`config.mk`:
```
export PLATFORM = sky130hd
export DESIGN_NAME = pill_event_scheduler_flat
export DESIGN_NICKNAME = d
export VERILOG_FILES = /design/src/rtl/pill_event_scheduler_pkg.sv /design/src/rtl/pill_event_scheduler_if.sv /design/src/rtl/pill_event_scheduler_power_timer.sv /design/src/rtl/pill_event_scheduler.sv /design/src/flat_wrapper.sv
export SDC_FILE = /design/constraint.sdc
export NUM_CORES = 1
export LEC_CHECK = 0
export CORE_MARGIN = 3
export CORE_UTILIZATION = 57
export DETAILED_ROUTE_END_ITERATION = 7
export MAX_ROUTING_LAYER = met4
export PLACE_DENSITY = 0.8
export SYNTH_ARGS = -nofsm -noshare
export SYNTH_HDL_FRONTEND = slang
export SYNTH_SLANG_ARGS = --single-unit
```
`constraint.sdc`:
```
create_clock -name CLOCK_50 -period 3 [get_ports CLOCK_50]
set_input_delay 0.45 -clock CLOCK_50 [delete_from_list [all_inputs] [get_ports CLOCK_50]]
set_output_delay 0.45 -clock CLOCK_50 [all_outputs]
set_load 0.01 [all_outputs]
```
`src/rtl/pill_event_scheduler_pkg.sv`:
```
// Shared definitions for the pill/power/ghost event scheduler:
// collision codes, point values, FSM state encoding and scoring helpers.
package pill_event_scheduler_pkg;

    localparam logic [3:0]  COL_PILL  = 4'b0010;
    localparam logic [3:0]  COL_POWER = 4'b0110;
    localparam logic [3:0]  COL_GHOST = 4'b0100;

    localparam logic [11:0] PTS_PILL  = 12'd10;
    localparam logic [11:0] PTS_POWER = 12'd50;
    localparam logic [11:0] PTS_GHOST = 12'd200;

    typedef enum logic [1:0] {
        ST_IDLE  = 2'd0,
        ST_ISSUE = 2'd1,
        ST_DONE  = 2'd2
    } state_t;

    // True for the three collision codes that represent a scoring event.
    function automatic logic col_valid(input logic [3:0] code);
        return (code == COL_PILL) || (code == COL_POWER) || (code == COL_GHOST);
    endfunction

    // Ghost value doubles with each ghost eaten in one power period: 200/400/800/1600.
    function automatic logic [11:0] ghost_points(input logic [1:0] chain);
        return PTS_GHOST << chain;
    endfunction

endpackage

```
`src/rtl/pill_event_scheduler_if.sv`:
```
// Bundle of collision-detector inputs and scheduler outputs.
// master = collision/game side, slave = the scheduler.
interface pill_event_scheduler_if;

    logic [3:0]  collision_type;
    logic        level_restart;
    logic        pill_inc;
    logic        score_valid;
    logic [11:0] score_add;
    logic        power_active;
    logic        pacman_hit;
    logic [7:0]  pill_count;
    logic        level_done;
    logic        overflow;

    modport master (
        output collision_type, level_restart,
        input  pill_inc, score_valid, score_add, power_active,
               pacman_hit, pill_count, level_done, overflow
    );

    modport slave (
        input  collision_type, level_restart,
        output pill_inc, score_valid, score_add, power_active,
               pacman_hit, pill_count, level_done, overflow
    );

endinterface

```
`src/rtl/pill_event_scheduler_power_timer.sv`:
```
// Power-mode down-counter plus ghost-chain counter. A pellet reloads the
// timer and restarts the chain; the chain also clears when the timer expires.
module power_timer
    import pill_event_scheduler_pkg::*;
#(
    parameter logic [23:0] POWER_CYCLES = 24'd10_000_000
) (
    input  logic       CLOCK_50,
    input  logic       reset_n,
    input  logic       clear,
    input  logic       load,
    input  logic       ghost_inc,
    output logic       power_active,
    output logic [1:0] chain
);

    logic [23:0] timer;

    // Timer counts down to zero; chain saturates at 3 and drops on expiry.
    always_ff @(posedge CLOCK_50 or negedge reset_n) begin
        if (!reset_n) begin
            timer <= '0;
            chain <= '0;
        end else if (clear) begin
            timer <= '0;
            chain <= '0;
        end else if (load) begin
            timer <= POWER_CYCLES;
            chain <= '0;
        end else begin
            if (timer != '0) begin
                timer <= timer - 24'd1;
            end
            if (timer == 24'd1) begin
                chain <= '0;
            end else if (ghost_inc && (chain != 2'd3)) begin
                chain <= chain + 2'd1;
            end
        end
    end

    assign power_active = (timer != '0);

endmodule

```
`src/rtl/pill_event_scheduler.sv`:
```
// Turns edge-detected collision codes into one-cycle score/pill/hit pulses,
// tracks level progress and buffers one event that arrives mid-issue.
//
// state    | meaning
// ---------+-----------------------------------------------------------
// ST_IDLE  | waiting; issues the pending event first, else a new event
// ST_ISSUE | output pulses valid for this single cycle
// ST_DONE  | all pills eaten; events ignored until level_restart
module pill_event_scheduler
    import pill_event_scheduler_pkg::*;
#(
    parameter logic [7:0]  TOTAL_PILLS  = 8'd150,
    parameter logic [23:0] POWER_CYCLES = 24'd10_000_000
) (
    input  logic                         CLOCK_50,
    input  logic                         reset_n,
    pill_event_scheduler_if.slave        bus
);

    state_t      state;
    logic [3:0]  col_q;
    logic        is_event;
    logic        pend_v;
    logic [3:0]  pend_code;
    logic        issue_go;
    logic [3:0]  issue_code;
    logic        pt_load;
    logic        pt_ghost;
    logic        power_active;
    logic [1:0]  chain;

    logic        pill_inc;
    logic        score_valid;
    logic [11:0] score_add;
    logic        pacman_hit;
    logic [7:0]  pill_count;
    logic        level_done;
    logic        overflow;

    // A held code is one event: only a change to a valid code counts.
    assign is_event = col_valid(bus.collision_type) && (bus.collision_type != col_q);

    // Select what IDLE issues this edge; a pending event always goes first.
    always_comb begin
        issue_go   = 1'b0;
        issue_code = bus.collision_type;
        if ((state == ST_IDLE) && !bus.level_restart) begin
            if (pend_v) begin
                issue_go   = 1'b1;
                issue_code = pend_code;
            end else if (is_event) begin
                issue_go = 1'b1;
            end
        end
    end

    assign pt_load  = issue_go && (issue_code == COL_POWER);
    assign pt_ghost = issue_go && (issue_code == COL_GHOST) && power_active;

    power_timer #(
        .POWER_CYCLES (POWER_CYCLES)
    ) u_power_timer (
        .CLOCK_50     (CLOCK_50),
        .reset_n      (reset_n),
        .clear        (bus.level_restart),
        .load         (pt_load),
        .ghost_inc    (pt_ghost),
        .power_active (power_active),
        .chain        (chain)
    );

    // Scheduler FSM with registered pulse outputs, pending slot and level count.
    always_ff @(posedge CLOCK_50 or negedge reset_n) begin
        if (!reset_n) begin
            state       <= ST_IDLE;
            col_q       <= 4'b0000;
            pend_v      <= 1'b0;
            pend_code   <= 4'b0000;
            pill_inc    <= 1'b0;
            score_valid <= 1'b0;
            score_add   <= '0;
            pacman_hit  <= 1'b0;
            pill_count  <= '0;
            level_done  <= 1'b0;
            overflow    <= 1'b0;
        end else begin
            col_q       <= bus.collision_type;
            pill_inc    <= 1'b0;
            score_valid <= 1'b0;
            score_add   <= '0;
            pacman_hit  <= 1'b0;
            if (bus.level_restart) begin
                state      <= ST_IDLE;
                pend_v     <= 1'b0;
                pill_count <= '0;
                level_done <= 1'b0;
            end else begin
                case (state)
                    ST_IDLE: begin
                        if (issue_go) begin
                            state <= ST_ISSUE;
                            case (issue_code)
                                COL_PILL, COL_POWER: begin
                                    pill_inc    <= 1'b1;
                                    score_valid <= 1'b1;
                                    score_add   <= (issue_code == COL_PILL) ? PTS_PILL : PTS_POWER;
                                    if (pill_count < TOTAL_PILLS) begin
                                        pill_count <= pill_count + 8'd1;
                                    end
                                end
                                COL_GHOST: begin
                                    if (power_active) begin
                                        score_valid <= 1'b1;
                                        score_add   <= ghost_points(chain);
                                    end else begin
                                        pacman_hit <= 1'b1;
                                    end
                                end
                                default: ;
                            endcase
                        end
                        // The slot is being drained this edge, so a new event
                        // arriving now has nowhere to go.
                        if (pend_v) begin
                            pend_v <= 1'b0;
                            if (is_event) begin
                                overflow <= 1'b1;
                            end
                        end
                    end
                    ST_ISSUE: begin
                        if (is_event) begin
                            if (pend_v) begin
                                overflow <= 1'b1;
                            end else begin
                                pend_v    <= 1'b1;
                                pend_code <= bus.collision_type;
                            end
                        end
                        if (pill_count == TOTAL_PILLS) begin
                            state      <= ST_DONE;
                            level_done <= 1'b1;
                        end else begin
                            state <= ST_IDLE;
                        end
                    end
                    ST_DONE: begin
                        level_done <= 1'b1;
                    end
                    default: begin
                        state <= ST_IDLE;
                    end
                endcase
            end
        end
    end

    assign bus.pill_inc     = pill_inc;
    assign bus.score_valid  = score_valid;
    assign bus.score_add    = score_add;
    assign bus.power_active = power_active;
    assign bus.pacman_hit   = pacman_hit;
    assign bus.pill_count   = pill_count;
    assign bus.level_done   = level_done;
    assign bus.overflow     = overflow;

endmodule

```
`src/flat_wrapper.sv`:
```
// flat-port wrapper written by rule: the top's interface ports become plain ports
module pill_event_scheduler_flat import pill_event_scheduler_pkg::*;
#(
    parameter logic [7:0]  TOTAL_PILLS  = 8'd150,
    parameter logic [23:0] POWER_CYCLES = 24'd10_000_000
)
  (CLOCK_50, reset_n, bus_collision_type, bus_level_restart, bus_pill_inc, bus_score_valid, bus_score_add, bus_power_active, bus_pacman_hit, bus_pill_count, bus_level_done, bus_overflow);
  pill_event_scheduler_if bus_i ();
  input  logic CLOCK_50;
  input  logic reset_n;
  input wire logic [$bits(bus_i.collision_type)-1:0] bus_collision_type;
  input wire logic [$bits(bus_i.level_restart)-1:0] bus_level_restart;
  output wire logic [$bits(bus_i.pill_inc)-1:0] bus_pill_inc;
  output wire logic [$bits(bus_i.score_valid)-1:0] bus_score_valid;
  output wire logic [$bits(bus_i.score_add)-1:0] bus_score_add;
  output wire logic [$bits(bus_i.power_active)-1:0] bus_power_active;
  output wire logic [$bits(bus_i.pacman_hit)-1:0] bus_pacman_hit;
  output wire logic [$bits(bus_i.pill_count)-1:0] bus_pill_count;
  output wire logic [$bits(bus_i.level_done)-1:0] bus_level_done;
  output wire logic [$bits(bus_i.overflow)-1:0] bus_overflow;
  assign bus_i.collision_type = bus_collision_type;
  assign bus_i.level_restart = bus_level_restart;
  assign bus_pill_inc = bus_i.pill_inc;
  assign bus_score_valid = bus_i.score_valid;
  assign bus_score_add = bus_i.score_add;
  assign bus_power_active = bus_i.power_active;
  assign bus_pacman_hit = bus_i.pacman_hit;
  assign bus_pill_count = bus_i.pill_count;
  assign bus_level_done = bus_i.level_done;
  assign bus_overflow = bus_i.overflow;
  pill_event_scheduler #(.TOTAL_PILLS(TOTAL_PILLS), .POWER_CYCLES(POWER_CYCLES)) u_core (.CLOCK_50(CLOCK_50), .reset_n(reset_n), .bus(bus_i));
endmodule
```
# Yosys cells after proc, flatten, opt, wreduce, memory -nomap -nowiden
# Index checks and enable logic that the tools add are counted.
# op_classes
n_addsub	3
n_lt_le_gt_ge	1
eq_ne	20
n_shift	1
muxes	51
n_bitwise	1
n_reduce_logical	27
# ops
cell	n
$mux 24	3
$mux 12	4
$mux 8	5
$eq 24x1->1 const B	1
$pmux 12 s2	1
$reduce_bool 24->1	1
$sub 24x1->24 const B	1
$mux 1	23
$eq 4x3->1 const B	4
$mux 2	7
$shl 8x2->12 const A	1
$reduce_bool 2->1	5
$ne 3x2->1 const B	3
$reduce_bool 3->1	3
$add 8x1->8 const B	1
$eq 4x2->1 const B	2
$eq 8x8->1 const B	1
$lt 8x8->1 const B	1
$mux 4	2
$ne 2x1->1 const B	4
$pmux 1 s2	4
$logic_and 1x1->1	6
$mux 6	1
$pmux 2 s3	1
15 further kinds	19
# totals
ff_bits	62
inputBits	7
output_inout_bits	26
word_cells	117

# Logic depth before layout (Yosys ltp)
# depth
word_depth	14
depth_mapped	8
ltp_nobuf	7

# Hierarchy
# Synthesis repeated with hierarchy kept, for this count alone.
# hier_totals
hier_cells	318
hier_area_um2	3160.5
# by_module_without_submodules
mod	instances	cells_per_inst	area_per_inst_um2	seq_area_each_um2
pill_event_scheduler	1	148	1597.8	825.8
power_timer	1	170	1562.7	650.6

# Worst setup path before layout
# OpenSTA, ideal clock, no wires.
# synth_timing
path_type	register -> output
from	register u_core.u_power_timer.timer[0]
to	output bus_power_active
arrival_ns	1.840
required_ns	2.550
slack_ns	0.710
path_stages_with_launch	8
n_path_buf	1
cell_sequence	dfrtp_1 inv_1 ha_1 or4b_2 nor4_1 and3_1 clkbuf_1 inv_1
# synth_via
elab_chain_len	1
# synth_lines
item	line_no	text
start: declaration	pill_event_scheduler_power_timer.sv:17	logic [23:0] timer;
start signal: assignment	pill_event_scheduler_power_timer.sv:32	timer <= timer - 24'd1;
$reduce_bool 24->1	pill_event_scheduler_power_timer.sv:42	assign power_active = (timer != '0);
end: declaration	flat_wrapper.sv:16	output wire logic [$bits(bus_i.power_active)-1:0] bus_power_active;
# No other way between the ends.

# Final worst setup path
# layout_timing
from	register u_core.u_power_timer.timer[1]
to	output bus_power_active
# Same word-level chain as after synthesis.

==> impl_metrics.py <==
metrics = {
    "worst_setup_path": {
        "slowest_delay_ps": 600,
        "cpMostUsedCell": "inv_1",
        "path_delay_family": "simple AND/OR/NAND/NOR gates",
        "crit_required_ps": 2550,
        "cp-startpoint": "u_core.u_power_timer.timer[1]$_DFFE_PN0P_",
        "crit_arrival_ps": 2230,
        "crit_buf_inv": 3,
        "end_kind": "primary output",
        "crit_chain": "inv_1 > ha_1 > or4b_2 > nor4_2 > and3_1 > inv_1 > dlymetal6s2s_1",
        "crit_fanout": 3,
        "crit_cells": 7,
        "r2r_start": "u_core.u_power_timer.timer[12]$_DFFE_PN0P_",
        "worstSetupStartpointType": "register",
        "r2r_cells": 5,
        "slowest_stage": "or4b_2",
        "crit_type": "reg -> out",
    },
    "yosys": {
        "synth_common_cells": "dfrtp_1, nor2_1, a21oi_1",
        "synth_top_area_share_pct": 46.6,
        "synthFlopType": "dfrtp_1",
        "synth_top_family_by_area": "simple AND/OR/NAND/NOR gates",
        "ys_ff_latch": 59,
        "synth_compound_area_share_pct": 13.9,
        "ys_seq_area_share_pct": 46.6,
        "yosysUniqueCellTypes": 55,
        "yosysMostFrequentCell": "dfrtp_1",
        "synth_area_leaders": "dfrtp_1, a21oi_1, o31ai_1",
        "synth_xor_area_share_pct": 4.15,
        "synth-simple-area-share_pct": 24.5,
        "muxShareOfSynthArea_pct": 2.72,
        "yosys_warnings": 0,
        "syn_inst": 320,
        "yosys.area.top_type": "dfrtp_1",
        "synth_fa_ha_area_share_pct": 3.55,
        "syn_area_mm2": 0.00317,
        "synth-edff-count": 0,
        "async_flop_share_pct": 100,
        "avgSynthCellArea_um2": 9.90,
    },
    "clock_tree": {
        "h-tree-depth": 3,
        "cts_sinks": 59,
        "cts_buffer_depth": 2,
        "clockRootBuffer": "clkbuf_8",
        "cts_resized": 0,
        "cts_buffers": 9,
        "clk_pin_slew_ps": 70,
        "post-cts-setup-buffers": 0,
        "cts_tree": "built",
        "cts_hold_buffers": 0,
        "clk_latency_ps": 340,
    },
    "layout": {
        "multi_input_area_mm2": 0.00156,
        "final_util_pct": 71.2,
        "nets": 371,
        "antenna_cells": 0,
        "final_cell_area_mm2": 0.00373,
        "nFillCells": 429,
        "layout-drive-gt1-share_pct": 13.1,
        "instances_no_fill": 429,
        "regArea_mm2": 0.00148,
        "area_growth_pct": 17.7,
    },
    "placement": {
        "placed_cells": 414,
        "dpl.hpwl_um": 4690,
        "port-buffer-count": 29,
        "placedInstanceArea_mm2": 0.00354,
        "globalplace.congestion": 0.857,
    },
    "status": {
        "outcome": "completed",
    },
    "power": {
        "p_leak_nw": 1.56,
        "irDropWorstVdd_mv": 0.657,
        "p_per_area_mw_per_mm2": 863,
    },
    "detailed_routing": {
        "postRouteAntennaNets": 0,
        "wl_per_cell_um": 16.0,
        "wl_um": 6860,
        "drt-pass1-iter-count": 5,
        "drcViolationCount": 0,
        "drt_iter0_drc": 191,
        "vias": 2620,
        "viasPerCell": 6.11,
    },
    "sta": {
        "setup_tns_ps": 0,
        "hold_viol_final": 0,
        "setup_viol": 0,
        "period_minus_slack_ps": 2680,
        "max_slew.worst_pin.slew_ps": 524,
        "fin_skew_ps": 7.71,
        "clock.fmax_mhz": 373,
        "rsz0062_at_grt": "no",
        "drv_slew": 0,
        "min_period_over_period_pct": 89.3,
        "relSlewSlack_pct": 64.9,
    },
    "die": {
        "num_rows": 26,
        "ios": 33,
        "dieHeight_um": 80.6,
        "die_area_mm2": 0.00649,
        "die_w_um": 80.6,
        "start_util_pct": 60.5,
        "core_region_area_mm2": 0.00524,
    },
    "grt": {
        "grt_usage_pct": 24.9,
        "grt_pass1_vias": 2553,
        "grt_max_degree": 60,
        "antenna_found_initial": 0,
        "gr-total-overflow": 0,
        "grt_pass1_wl_um": 12100,
    },
    "min_path": {
        "hp-class": "in -> async",
    },
    "flow_run": {
        "drv_cap": 0,
    },
}
[registers in the layout, indices dropped and copies added, names as in the netlist]
signal,cells
u_core.u_power_timer.chain,2
u_core.bus.score_add,9
u_core.bus.pill_count,8
u_core.col_q,4
u_core.bus.overflow,1
u_core.pend_v,1
u_core.u_power_timer.timer,24
u_core.bus.level_done,1
u_core.bus.pill_inc,1
u_core.bus.pacman_hit,1
u_core.pend_code,4
u_core.bus.score_valid,1
u_core.state,2
[worst paths after layout]
| check | endpoint | slack [ps] |
|---|---|---|
| min in group CLOCK_50 | u_core.bus.overflow$_DFFE_PN0P_ | 490 |
| max reg2reg | u_core.u_power_timer.timer[14]$_DFFE_PN0P_ | 580 |
| min reg2reg | u_core.bus.overflow$_DFFE_PN0P_ | 490 |
| min | u_core.pend_code[1]$_DFFE_PN0P_ | 90 |
| max | bus_power_active | 320 |
| max in group asynchronous | u_core.bus.level_done$_DFFE_PN0P_ | 2630 |
[layout by cell type, fill, tap and decap left out, types with 7 or more instances in the layout]
master,netlist,final
dfrtp_1,59,59
xor2_1,7,7
nor3_1,9,9
o31ai_1,16,16
or4_1,14,14
nand2_1,18,18
ha_1,9,9
nor2_1,26,26
buf_4,3,8
clkbuf_8,0,12
nand3_1,14,14
clkdlybuf4s50_1,0,27
xnor2_1,8,8
a21oi_1,24,24
inv_1,15,14
nand4_1,8,8
[stage by stage]
step	power (W)	setup slack [ps]	hold slack, ps
floorplan	0.00223	710	154
global placement	0.00248	384	476
detailed placement	0.00252	344	476
CTS	0.00319	10.6	113
global route	0.00348	143	125
finish	0.00322	320	89.1
[area by class of cell]
type	instances	area share, %
Timing Repair Buffer	38	9.86
Inverter	15	1.51
Multi-Input combinational cell	232	41.9
Clock buffer	13	4.53
Clock inverter	2	0.268
Tap cell	70	2.35
Sequential cell	59	39.6
[kinds of logic after synthesis]
family | after synthesis
multiplexers | 8
AND/OR/NAND/NOR | 130
other | 1
adder cells (fa/ha/maj) | 9
XOR/XNOR | 15
AO/OA/AOI/OAI | 67
flip-flops | 59
buffers and inverters | 31
[metal layers]
metal | vias to the layer above | wire [um] | share of wire, % | global-route usage [%]
li1 | 1253 | - | - | -
met2 | 94 | 3190 | 47 | 37.7
met1 | 1258 | 3130 | 46 | 32.7
met3 | 15 | 409 | 6.0 | 5.72
met4 | 0 | 116 | 1.7 | 9.29
met5 | - | 0 | 0 | -
[where the power goes]
part	total (W)	internal, W	switching [W]
sequential	0.00113	0.000941	0.000191
combinational	0.00143	0.000596	0.000832
clock	0.000658	0.000360	0.000298
(Power assumes the default switching activity.)
